--- config.mk ---
export PLATFORM = sky130hd
export DESIGN_NAME = fp_mul_mantissa_seq
export DESIGN_NICKNAME = d
export VERILOG_FILES = /design/src/rtl/fp_mul_mantissa_seq.sv
export SDC_FILE = /design/constraint.sdc
export NUM_CORES = 1
export LEC_CHECK = 0
export CAP_MARGIN = 20
export CORE_ASPECT_RATIO = 1.1
export CORE_MARGIN = 10
export CORE_UTILIZATION = 48
export DETAILED_ROUTE_END_ITERATION = 10
export PLACE_DENSITY = 0.73
export SETUP_SLACK_MARGIN = 0.15
export SLEW_MARGIN = 30
export SYNTH_ARGS = -nofsm -noshare
export SYNTH_HDL_FRONTEND = slang
export SYNTH_SLANG_ARGS = --single-unit
--- constraint.sdc ---
create_clock -name clk -period 5.9 [get_ports clk]
set_input_delay 1.18 -clock clk [delete_from_list [all_inputs] [get_ports clk]]
set_output_delay 1.18 -clock clk [all_outputs]
set_load 0.1 [all_outputs]
--- src/rtl/fp_mul_mantissa_seq.sv ---
// rtl/fp_mul_mantissa_seq.sv - sequential shift-add 24x24 mantissa multiplier for the FP32 multiply path
//
// Purpose:
//   Takes the two normalized mantissas, the biased exponent sum and the result
//   sign from the prepare stage, and multiplies the mantissas with an iterative
//   shift-add datapath. BPC multiplier bits are retired per cycle. The result
//   is the exact 2*MAN_W-bit product, handed to the normalize/round stage.
//   The exponent and sign are captured at accept and passed through unchanged.
//
// Ports:
//   clk, rst_n                  clock, asynchronous active-low reset
//   in_valid / in_ready         upstream operand handshake (in_ready = IDLE)
//   mul1_mantissa_normalized    multiplicand  [MAN_W]
//   mul2_mantissa_normalized    multiplier    [MAN_W]
//   current_exponent            exponent from the prepare stage [EXP_W]
//   result_sign                 sign from the prepare stage
//   out_valid / out_ready       downstream product handshake (out_valid = DONE)
//   product                     registered mul1*mul2 [2*MAN_W]
//   out_exponent, out_sign      registered pass-through of exponent/sign
//   busy                        operation in flight (state != IDLE)
//
// Configuration:
//   FP_MUL_ZERO_SKIP_EN  when defined, a zero operand finishes after a single
//                        RUN cycle with product 0 instead of N iterations.

module fp_mul_mantissa_seq #(
  parameter int MAN_W = 24,
  parameter int EXP_W = 8,
  parameter int BPC   = 1
) (
  input  logic               clk,
  input  logic               rst_n,
  input  logic               in_valid,
  output logic               in_ready,
  input  logic [MAN_W-1:0]   mul1_mantissa_normalized,
  input  logic [MAN_W-1:0]   mul2_mantissa_normalized,
  input  logic [EXP_W-1:0]   current_exponent,
  input  logic               result_sign,
  output logic               out_valid,
  input  logic               out_ready,
  output logic [2*MAN_W-1:0] product,
  output logic [EXP_W-1:0]   out_exponent,
  output logic               out_sign,
  output logic               busy
);

  localparam int N     = MAN_W / BPC;
  localparam int CNT_W = (N > 2) ? $clog2(N) : 1;
  localparam int P_W   = 2 * MAN_W;

  if (((MAN_W % BPC) != 0) ||
      !((BPC == 1) || (BPC == 2) || (BPC == 3) || (BPC == 4) || (BPC == 6) || (BPC == 8)))
  begin : g_bad_bpc
    $error("fp_mul_mantissa_seq: BPC must be one of 1,2,3,4,6,8 and divide MAN_W");
  end

  typedef enum logic [1:0] {
    IDLE = 2'd0,
    RUN  = 2'd1,
    DONE = 2'd2
  } state_t;

  state_t             state_q, state_d;
  logic [P_W-1:0]     a_sh_q;   // multiplicand, pre-shifted to the current digit weight
  logic [MAN_W-1:0]   b_q;      // remaining multiplier digits, LSB digit is next
  logic [P_W-1:0]     acc_q;
  logic [CNT_W-1:0]   cnt_q;
  logic [EXP_W-1:0]   exp_q;
  logic               sign_q;
  logic [P_W-1:0]     partial;
  logic               last_iter;
  logic               zero_skip;

  // Shifting the multiplicand one digit per cycle gives (digit * A) << (cnt*BPC)
  // without a variable barrel shifter.
  assign partial   = a_sh_q * {{(P_W-BPC){1'b0}}, b_q[BPC-1:0]};
  assign last_iter = (cnt_q == CNT_W'(N - 1));

`ifdef FP_MUL_ZERO_SKIP_EN
  // The first RUN cycle still sees the operands as captured, so a zero there
  // means a zero input; every partial is then zero and acc already holds 0.
  assign zero_skip = (cnt_q == '0) && ((a_sh_q == '0) || (b_q == '0));
`else
  assign zero_skip = 1'b0;
`endif

  always_ff @(posedge clk or negedge rst_n) begin
    if (!rst_n) begin
      state_q <= IDLE;
    end else begin
      state_q <= state_d;
    end
  end

  always_comb begin
    state_d = state_q;
    case (state_q)
      IDLE:    if (in_valid)                state_d = RUN;
      RUN:     if (last_iter || zero_skip)  state_d = DONE;
      DONE:    if (out_ready)               state_d = IDLE;
      default:                              state_d = IDLE;
    endcase
  end

  always_ff @(posedge clk or negedge rst_n) begin
    if (!rst_n) begin
      a_sh_q <= '0;
      b_q    <= '0;
      acc_q  <= '0;
      cnt_q  <= '0;
      exp_q  <= '0;
      sign_q <= 1'b0;
    end else begin
      case (state_q)
        IDLE: begin
          if (in_valid) begin
            a_sh_q <= {{MAN_W{1'b0}}, mul1_mantissa_normalized};
            b_q    <= mul2_mantissa_normalized;
            exp_q  <= current_exponent;
            sign_q <= result_sign;
            acc_q  <= '0;
            cnt_q  <= '0;
          end
        end
        RUN: begin
          acc_q  <= acc_q + partial;
          a_sh_q <= a_sh_q << BPC;
          b_q    <= b_q >> BPC;
          cnt_q  <= cnt_q + CNT_W'(1);
        end
        default: begin
          // DONE: hold everything so the product is stable under backpressure.
        end
      endcase
    end
  end

  assign in_ready     = (state_q == IDLE);
  assign out_valid    = (state_q == DONE);
  assign busy         = (state_q != IDLE);
  assign product      = acc_q;
  assign out_exponent = exp_q;
  assign out_sign     = sign_q;

endmodule

==> impl_results.md, run 1 <==
* FILL cells at 1493
* H-Tree Depth at 4
* Synth Area in Compound Gates at 0.220
* CTS tree: built
* Area leader, netlist: dfrtp_1
* Post-synthesis register bit count at 136
* Clock root buffer: clkbuf_16
* Inserted Clock Buffers at 17
* Die width at 146 um
* Final Non-Filler Cells at 1330
* Outcome: finished clean
* XOR/XNOR Fraction of Synth Area at 0.0428
* HP Class: reg2reg
* Slew @ Worst Pin at 1.01 ns
* Starting density of the core at 0.491
* Die H at 159 um
* Register area at 0.00340 sq mm
* Vias per inst at 5.55
* Required time of the critical path at 6.18 ns
* P&R area growth vs syn at 22.7%
* CTS Sinks at 136
* Setup TNS at 0 ns
* RSZ-0062 raised after global routing: false
* Initial antenna violation count at 0
* Final cycle utilization of the critical path at 0.621
* Core Footprint at 0.0171 sq mm
* Area contributors post-synth: dfrtp_1, ha_1, nand2_1
* Vias in the first global route at 7563
* Die area at 0.0232 sq mm
* Max-cap violations at 0
* Port bufs at 120
* Inserted Diodes at 0
* Critical path peak fanout at 22
* Final setup viols at 0
* Critical Path Start Type: register
* Largest net degree at the start of global routing at 87
* Gp weighted congestion at 0.922
* Worst setup EP type: register
* Routed WL at 22.2 mm
* Via count at 7381
* # resized after CTS at 0
* IO Pins at 121
* Setup repair bufs after CTS at 0
* Asr flop ratio synth at 1.00
* Post-Synth Adder-Cell Area at 0.0740
* Post-DP HPWL at 15.6 mm
* Most used DFF post-synth: dfrtp_1
* Residual DRC count at 0
* Post-Synth Simple-Gate Area at 0.218
* Syn nets at 1111
* CP Data Arrival Time at 3.94 ns
* Syn Std Cell Area at 0.00838 sq mm
* Post-synth top area share at 0.406
* Mux contribution to synthesized area at 0.00239
* Average routed wire per standard cell at 16.7 um
* Drt first pass iters at 5
* Type of the worst setup path: reg2reg
* Max Slew Vio Count at 0
* # hold bufs at CTS at 0
* Synth Instances at 1001
* DRT antenna net count at 0
* Layout cells sized above 1 at 0.0557
* Count of different cell masters after synthesis at 64
* Area of the multi-input gates at 0.00469 sq mm
* Commonest cells after routing, fill and taps aside: nand2_1, dfrtp_1, clkdlybuf4s50_1, nor2_1, o21ai_0
* Sequential fraction of the synthesis area at 0.406
* Slew HR at 0.324
* Main combinational cell family by area after synthesis: compound AO/OA/AOI/OAI gates
* Gr usage total at 0.195
* Post-layout util at 0.602
* Final Skew at 0.0102 ns
* Initial DRC Count at 530
* Yosys synthesis warning count at 0
* Commonest non-fill, non-tap cell in the layout: nand2_1
* Net count reported at finish at 1193
* Final hold vios at 0
* First-pass GRT wire length at 37.6 mm
* Post-synth EDFFs at 0
* Clock transition at path regs at 0.06 ns
* Avg Cell Area, Syn at 8.37 sq um
* Max Fclk at 0.273 GHz
* Post-Place Cells at 1298
* Rows at 50
* Grt ovf at 0
* Minimum clock period at 3.67 ns
* Maximum clock insertion buffer count at 2
* Clk Latency, worst-skew pair at 0.43 ns
## state kept, by name, indices dropped and copies added, names as in the netlist
name and count:
a_sh_q 48, b_q 24, cnt_q 5, out_exponent 8, out_sign 1, product 48
state_q 2
## per-layer routing
| layer | up-vias | part of all wire | track usage |
|---|---|---|---|
| li1 | 3689 | - | - |
| met3 | 28 | 0.065 | 0.0656 |
| met2 | 191 | 0.46 | 0.319 |
| met1 | 3473 | 0.45 | 0.242 |
| met5 | - | 0 | 0 |
| met4 | 0 | 0.016 | 0.0525 |
## layout make-up
| cell class | count | share of cell area |
|---|---|---|
| clock inverters | 12 | 0.0161 |
| well taps | 234 | 0.0285 |
| repair buffers | 128 | 0.121 |
| inverters | 11 | 0.00401 |
| clock buffers | 20 | 0.0434 |
| multi-input cells | 789 | 0.456 |
| flip-flops and latches | 136 | 0.331 |
## final timing paths
| check | startpoint | end | slack (ns) | cells after the start |
|---|---|---|---|---|
| worst max-delay path | b_q[0]$_DFFE_PN0P_ | product[42]$_DFFE_PN0P_ | 2.23 | 12 |
| worst min-delay path | out_exponent[2]$_DFFE_PN0P_ | out_exponent[2]$_DFFE_PN0P_ | 0.47 | 2 |
| worst max register to register | b_q[0]$_DFFE_PN0P_ | product[42]$_DFFE_PN0P_ | 2.23 | 12 |
| worst min register to register | out_exponent[2]$_DFFE_PN0P_ | out_exponent[2]$_DFFE_PN0P_ | 0.47 | 2 |
| max in group asynchronous | rst_n | product[27]$_DFFE_PN0P_ | 3.94 | 2 |
| min in group asynchronous | rst_n | b_q[19]$_DFFE_PN0P_ | 0.79 | 1 |
## cells in the mapped netlist (11+ instances only)
cell type / count
nand2_1: 158
dfrtp_1: 136
nor2_1: 114
o21ai_0: 71
a21oi_1: 54
clkbuf_1: 54
and2_1: 49
ha_1: 48
o22ai_1: 42
nand3_1: 37
a21o_1: 24
o21ai_1: 24
xnor2_1: 22
xor2_1: 19
nand4_1: 14
inv_1: 11
## critical path, stage by stage, from the launching register on
cell and delay, ns:
dfrtp_1 0.57, and2_1 0.24, ha_1 0.20, fa_1 0.41, a21o_1 0.20, a31o_1 0.26, a211oi_1 0.42, nor2_1 0.22
a211oi_2 0.42, o41a_1 0.28, o21ai_1 0.09, xnor2_1 0.14, o21ai_1 0.07
## metrics by stage
step	hold WS (ns)	cell area, sq um	setup WS [ns]
4_1_cts	0.477	10300	2.31
5_1_grt	0.495	10300	2.02
3_5_place_dp	0.462	9690	2.34
6_report	0.472	10300	2.23
3_3_place_gp	0.457	9690	2.39
2_1_floorplan	0.450	8380	2.05
## cell families (layout without fill, tap and decap cells)
group / after synthesis / after routing
AO/OA/AOI/OAI: 290 / 290
XOR/XNOR: 41 / 41
adder cells (fa/ha/maj): 49 / 49
buffers and inverters: 76 / 171
flip-flops: 136 / 136
multiplexers: 2 / 2
AND/OR/NAND/NOR: 407 / 407
Power of run 1 is left out: the tool's default activity adds up to more than one toggle a clock period on the data nets, which glitch-free logic cannot reach.
==> run 2: changes to the inputs <==
Settings changed: PLACE_DENSITY 0.73 to 0.76.
Clock period 5.9 ns to 3.1 ns, I/O delays scaled along.
==> impl_results.md, run 2 (synthesis gave the netlist of run 1 again) <==
* Outcome: finished clean
* Critical Path Start Type: register
* Max-cap violations at 0 (unchanged)
* Final cycle utilization of the critical path at 0.994 (+0.373)
* Clock transition at path regs at 0.06 ns (about the same)
* Die width at 146 um (unchanged)
* Residual DRC count at 0 (unchanged)
* Gp weighted congestion at 0.880 (-4.5%)
* H-Tree Depth at 4 (unchanged)
* Drt first pass iters at 4 (-1)
* Average routed wire per standard cell at 17.4 um (+4.6%)
* Critical path peak fanout at 10 (-55%)
* Slowest stage delay, CP at 0.45 ns (-0.12 ns)
* Final Skew at 0.00963 ns (-0.000568 ns)
* Clk Latency, worst-skew pair at 0.43 ns (about the same)
* Final hold vios at 0 (unchanged)
* CP bufs+invs at 3 (+3)
* First-pass GRT wire length at 38.1 mm (+1.2%)
* Layout cells sized above 1 at 0.251 (+0.195)
* Via count at 7882 (+6.8%)
* Max Slew Vio Count at 0 (unchanged)
* RSZ-0062 raised after global routing: true
* Final setup viols at 0 (unchanged)
* CP Data Arrival Time at 3.37 ns (-0.57 ns)
* Maximum clock insertion buffer count at 2 (unchanged)
* Commonest non-fill, non-tap cell in the layout: nand2_1
* Max Fclk at 0.324 GHz (+19%)
* # hold bufs at CTS at 0 (unchanged)
* IO Pins at 121 (unchanged)
* Net count reported at finish at 1256 (+5.3%)
* Inserted Clock Buffers at 17 (unchanged)
* CTS tree: built
* Crit-path cells: buf_4, buf_6, and2_1, ha_2, a211o_1, a31o_1, a21oi_2, o31ai_2, a2111o_1, a21oi_4, buf_6, xor2_2, o21ai_1
* Clock root buffer: clkbuf_16
* DRT antenna net count at 0 (unchanged)
* CP delay by family, top: compound AO/OA/AOI/OAI gates
* Die area at 0.0232 sq mm (unchanged)
* Initial DRC Count at 459 (-13%)
* Slew HR at 0.462 (+0.138)
* Initial antenna violation count at 0 (unchanged)
* Gr usage total at 0.197 (+0.00274)
* CP max-delay cell: dfrtp_2
* Starting density of the core at 0.491 (unchanged)
* Cell mode on critical path: buf_6
* Required time of the critical path at 3.38 ns (-2.80 ns)
* Vias in the first global route at 7728 (+2.2%)
* Inserted Diodes at 0 (unchanged)
* Rows at 50 (unchanged)
* Post-DP HPWL at 16.5 mm (+5.6%)
* Largest net degree at the start of global routing at 79 (-9.2%)
* Type of the worst setup path: reg2reg
* Setup WS pre-CTS at -0.0514 ns (-2.39 ns)
* Grt ovf at 0 (unchanged)
* Worst setup EP type: register
* FILL cells at 1409 (-5.6%)
* CTS Sinks at 136 (unchanged)
* HP Class: in2async
* Port bufs at 120 (unchanged)
* Slew @ Worst Pin at 0.807 ns (-0.204 ns)
* Core Footprint at 0.0171 sq mm (unchanged)
* P&R area growth vs syn at 33.3%
* Minimum clock period at 3.08 ns (-0.585 ns)
* Vias per inst at 5.66 (+2.0%)
* Final WS setup at 0.0182 ns (-2.22 ns)
* Die H at 159 um (unchanged)
* Routed WL at 24.3 mm (+9.5%)
* Commonest cells after routing, fill and taps aside: nand2_1, buf_4, nor2_1, dfrtp_1, o21ai_0
==> run 2: final cells by class <==
type | instances | area (sq um) | area share
timing repair buffer | 191 | 1650 | 0.148
clock buffer | 20 | 437 | 0.0391
inverter | 11 | 41.3 | 0.00370
clock inverter | 12 | 104 | 0.00930
sequential | 136 | 3460 | 0.309
multi-input combinational | 789 | 5190 | 0.464
tap | 234 | 293 | 0.0262
==> run 2: path summary, 6_finish.rpt <==
check	start	end	slack, ns	depth (start not counted)
min in group clk	out_exponent[5]$_DFFE_PN0P_	out_exponent[5]$_DFFE_PN0P_	0.47	2
worst min register to register	out_exponent[5]$_DFFE_PN0P_	out_exponent[5]$_DFFE_PN0P_	0.47	2
max in group asynchronous	rst_n	product[30]$_DFFE_PN0P_	2.18	2
worst min-delay path	rst_n	b_q[17]$_DFFE_PN0P_	0.17	1
worst max-delay path	b_q[0]$_DFFE_PN0P_	product[32]$_DFFE_PN0P_	0.02	13
worst max register to register	b_q[0]$_DFFE_PN0P_	product[32]$_DFFE_PN0P_	0.02	13
==> run 2: through the flow <==
step           instance area, sq um   util  TNS [ns]  hold slack, ns  std cells
6_report                      11200  0.654         0           0.168       1393
5_1_grt                       11200  0.654    -0.477           0.218       1393
4_1_cts                       10700  0.627         0           0.193       1383
3_5_place_dp                  10000  0.587   -0.0514           0.465       1346
3_3_place_gp                  10000  0.587   -0.0362           0.461       1346
2_1_floorplan                  8480      -         0           0.324       1001
==> run 2: repair_timing <==
action                                  4_1_cts  5_1_grt
pin swaps                                    15       17
cloned                                        1        1
gates resized for setup                      19       74
buffers inserted                              4        9
endpoints found under the setup margin       18       25
==> run 2: per-layer routing <==
| layer | GRT usage | share of wire | up-vias |
|---|---|---|---|
| met4 | 0.0501 | 0.013 | 0 |
| met2 | 0.339 | 0.49 | 200 |
| met1 | 0.237 | 0.43 | 3837 |
| met5 | 0 | 0 | - |
| li1 | - | - | 3812 |
| met3 | 0.0619 | 0.067 | 33 |
==> run 2: worst register-to-register path: cells and delay by family (launching register included) <==
| family | cells | cell delay, ns |
|---|---|---|
| AO/OA/AOI/OAI | 7 | 1.54 |
| XOR/XNOR | 1 | 0.12 |
| AND/OR/NAND/NOR | 1 | 0.17 |
| flip-flops | 1 | 0.45 |
| buffers and inverters | 3 | 0.44 |
| adder cells (fa/ha/maj) | 1 | 0.22 |
Power of run 2 is left out for the same reason.
==> run 3: changes to the inputs <==
Settings changed: RECOVER_POWER set to 25.
==> impl_results.md, run 3 (synthesis gave the netlist of run 1 again) <==
* Starting density of the core at 0.491 (unchanged)
* RSZ-0062 raised after global routing: true
* # hold bufs at CTS at 0 (unchanged)
* H-Tree Depth at 4 (unchanged)
* Maximum clock insertion buffer count at 2 (unchanged)
* Net count reported at finish at 1256 (unchanged)
* HP Class: reg2reg
* CTS Sinks at 136 (unchanged)
* Core Footprint at 0.0171 sq mm (unchanged)
* Crit-path cells: buf_4, buf_6, and2_1, ha_2, a211o_1, a31o_1, a21oi_2, o31ai_2, a2111o_1, a21oi_4, buf_6, xor2_2, o21ai_1
* Routed WL at 24.3 mm (about the same)
* Slew HR at -0.0840 (-0.546)
* CTS tree: built
* Final setup viols at 0 (unchanged)
* Critical Path Start Type: register
* P&R area growth vs syn at 33.2% (about the same)
* Clock root buffer: clkbuf_16
* Commonest non-fill, non-tap cell in the layout: nand2_1
* Max-cap violations at 1 (+1)
* Failing checks: capacitance limit, slew limit
* Post-DP HPWL at 16.5 mm (unchanged)
* Cell mode on critical path: buf_6
* Via count at 7882 (unchanged)
* Max Slew Vio Count at 65 (+65)
* Inserted Clock Buffers at 17 (unchanged)
* Slowest stage delay, CP at 0.45 ns (about the same)
* Critical path peak fanout at 10 (unchanged)
* Drt first pass iters at 4 (unchanged)
* IO Pins at 121 (unchanged)
* CP max-delay cell: dfrtp_2
* Die width at 146 um (unchanged)
* Slew @ Worst Pin at 1.63 ns (+0.819 ns)
* Max Fclk at 0.324 GHz (unchanged)
* Residual DRC count at 0 (unchanged)
* Worst setup EP type: register
* CP Data Arrival Time at 3.37 ns (about the same)
* Final instance area at 0.0112 sq mm (about the same)
* Rows at 50 (unchanged)
* Inserted Diodes at 0 (unchanged)
* Dpl cell area at 0.0100 sq mm (unchanged)
* Gp weighted congestion at 0.880 (unchanged)
* Die area at 0.0232 sq mm (unchanged)
* Outcome: complete, but fails checks
* Die H at 159 um (unchanged)
* Largest net degree at the start of global routing at 79 (unchanged)
* Area of the multi-input gates at 0.00519 sq mm (unchanged)
* First-pass GRT wire length at 38.1 mm (unchanged)
* Initial antenna violation count at 0 (unchanged)
* Initial DRC Count at 459 (unchanged)
* Vias in the first global route at 7728 (unchanged)
* Minimum clock period at 3.08 ns (unchanged)
* Gr usage total at 0.197 (unchanged)
* Average routed wire per standard cell at 17.4 um (about the same)
* Clk Latency, worst-skew pair at 0.43 ns (about the same)
* Layout cells sized above 1 at 0.251 (unchanged)
* Grt ovf at 0 (unchanged)
* Commonest cells after routing, fill and taps aside: nand2_1, buf_4, nor2_1, dfrtp_1, o21ai_0
* DRT antenna net count at 0 (unchanged)
* Final cycle utilization of the critical path at 0.994 (unchanged)
* Register area at 0.00346 sq mm (unchanged)
* Required time of the critical path at 3.38 ns (about the same)
* Final Skew at 0.00963 ns (unchanged)
* Clock transition at path regs at 0.06 ns (about the same)
* Vias per inst at 5.66 (unchanged)
* Final hold vios at 0 (unchanged)
* FILL cells at 1410 (+0.071%)
* Port bufs at 120 (unchanged)
* Type of the worst setup path: reg2reg
run 3: cell count changes in the layout (fill, tap and decap cells not counted):
cell,change
buf_6,-1
clkbuf_2,+1
run 3: critical path, delay by kind of cell, from the launching register on:
kind / cells / cell delay (ns)
buffers and inverters: 3 / 0.44
and+or+nand+nor: 1 / 0.17
adders and majority gates: 1 / 0.22
xor gates and xnor gates: 1 / 0.12
AOI/OAI and AO/OA: 7 / 1.54
DFF: 1 / 0.45
run 3: final timing paths:
kind                                             startpoint                     endpoint  slack [ns]  cells past startpoint
worst max-delay path                     b_q[0]$_DFFE_PN0P_      product[32]$_DFFE_PN0P_        0.02                     13
worst min-delay path            out_exponent[5]$_DFFE_PN0P_  out_exponent[5]$_DFFE_PN0P_        0.47                      2
worst max register to register           b_q[0]$_DFFE_PN0P_      product[32]$_DFFE_PN0P_        0.02                     13
worst min register to register  out_exponent[5]$_DFFE_PN0P_  out_exponent[5]$_DFFE_PN0P_        0.47                      2
max in group asynchronous                             rst_n      product[37]$_DFFE_PN0P_        1.30                      1
min in group asynchronous                             rst_n          b_q[17]$_DFFE_PN0P_        0.60                      1
run 3: timing repair:
item	CTS	global route
setup endpoints to repair	18	25
buffers inserted	4	9
pin swaps	15	17
gates cloned	1	1
resized for setup	19	74
run 3: final cells by class:
| cell class | instances | area share |
|---|---|---|
| multi-input cells | 789 | 0.465 |
| flip-flops and latches | 136 | 0.310 |
| repair buffers | 191 | 0.147 |
| clock buffers | 20 | 0.0391 |
| well taps | 234 | 0.0262 |
| clock inverters | 12 | 0.00930 |
| inverters | 11 | 0.00370 |
run 3: layer usage:
layer	track usage	routed length [um]
met5	0	0
met4	0.0501	327
met3	0.0619	1620
met2	0.339	11900
met1	0.237	10400
run 3: stage by stage:
stage | hold WS [ns] | cells | util | TNS (ns) | worst slack [ns]
5_1_grt | 0.503 | 1393 | 0.654 | -0.477 | -0.136
3_3_place_gp | 0.461 | 1346 | 0.587 | -0.0362 | -0.0362
2_1_floorplan | 0.324 | 1001 | - | 0 | 0.120
3_5_place_dp | 0.465 | 1346 | 0.587 | -0.0514 | -0.0514
4_1_cts | 0.193 | 1383 | 0.627 | 0 | 0.0521
6_report | 0.470 | 1393 | 0.654 | 0 | 0.0182
Power of run 3 is left out for the same reason.
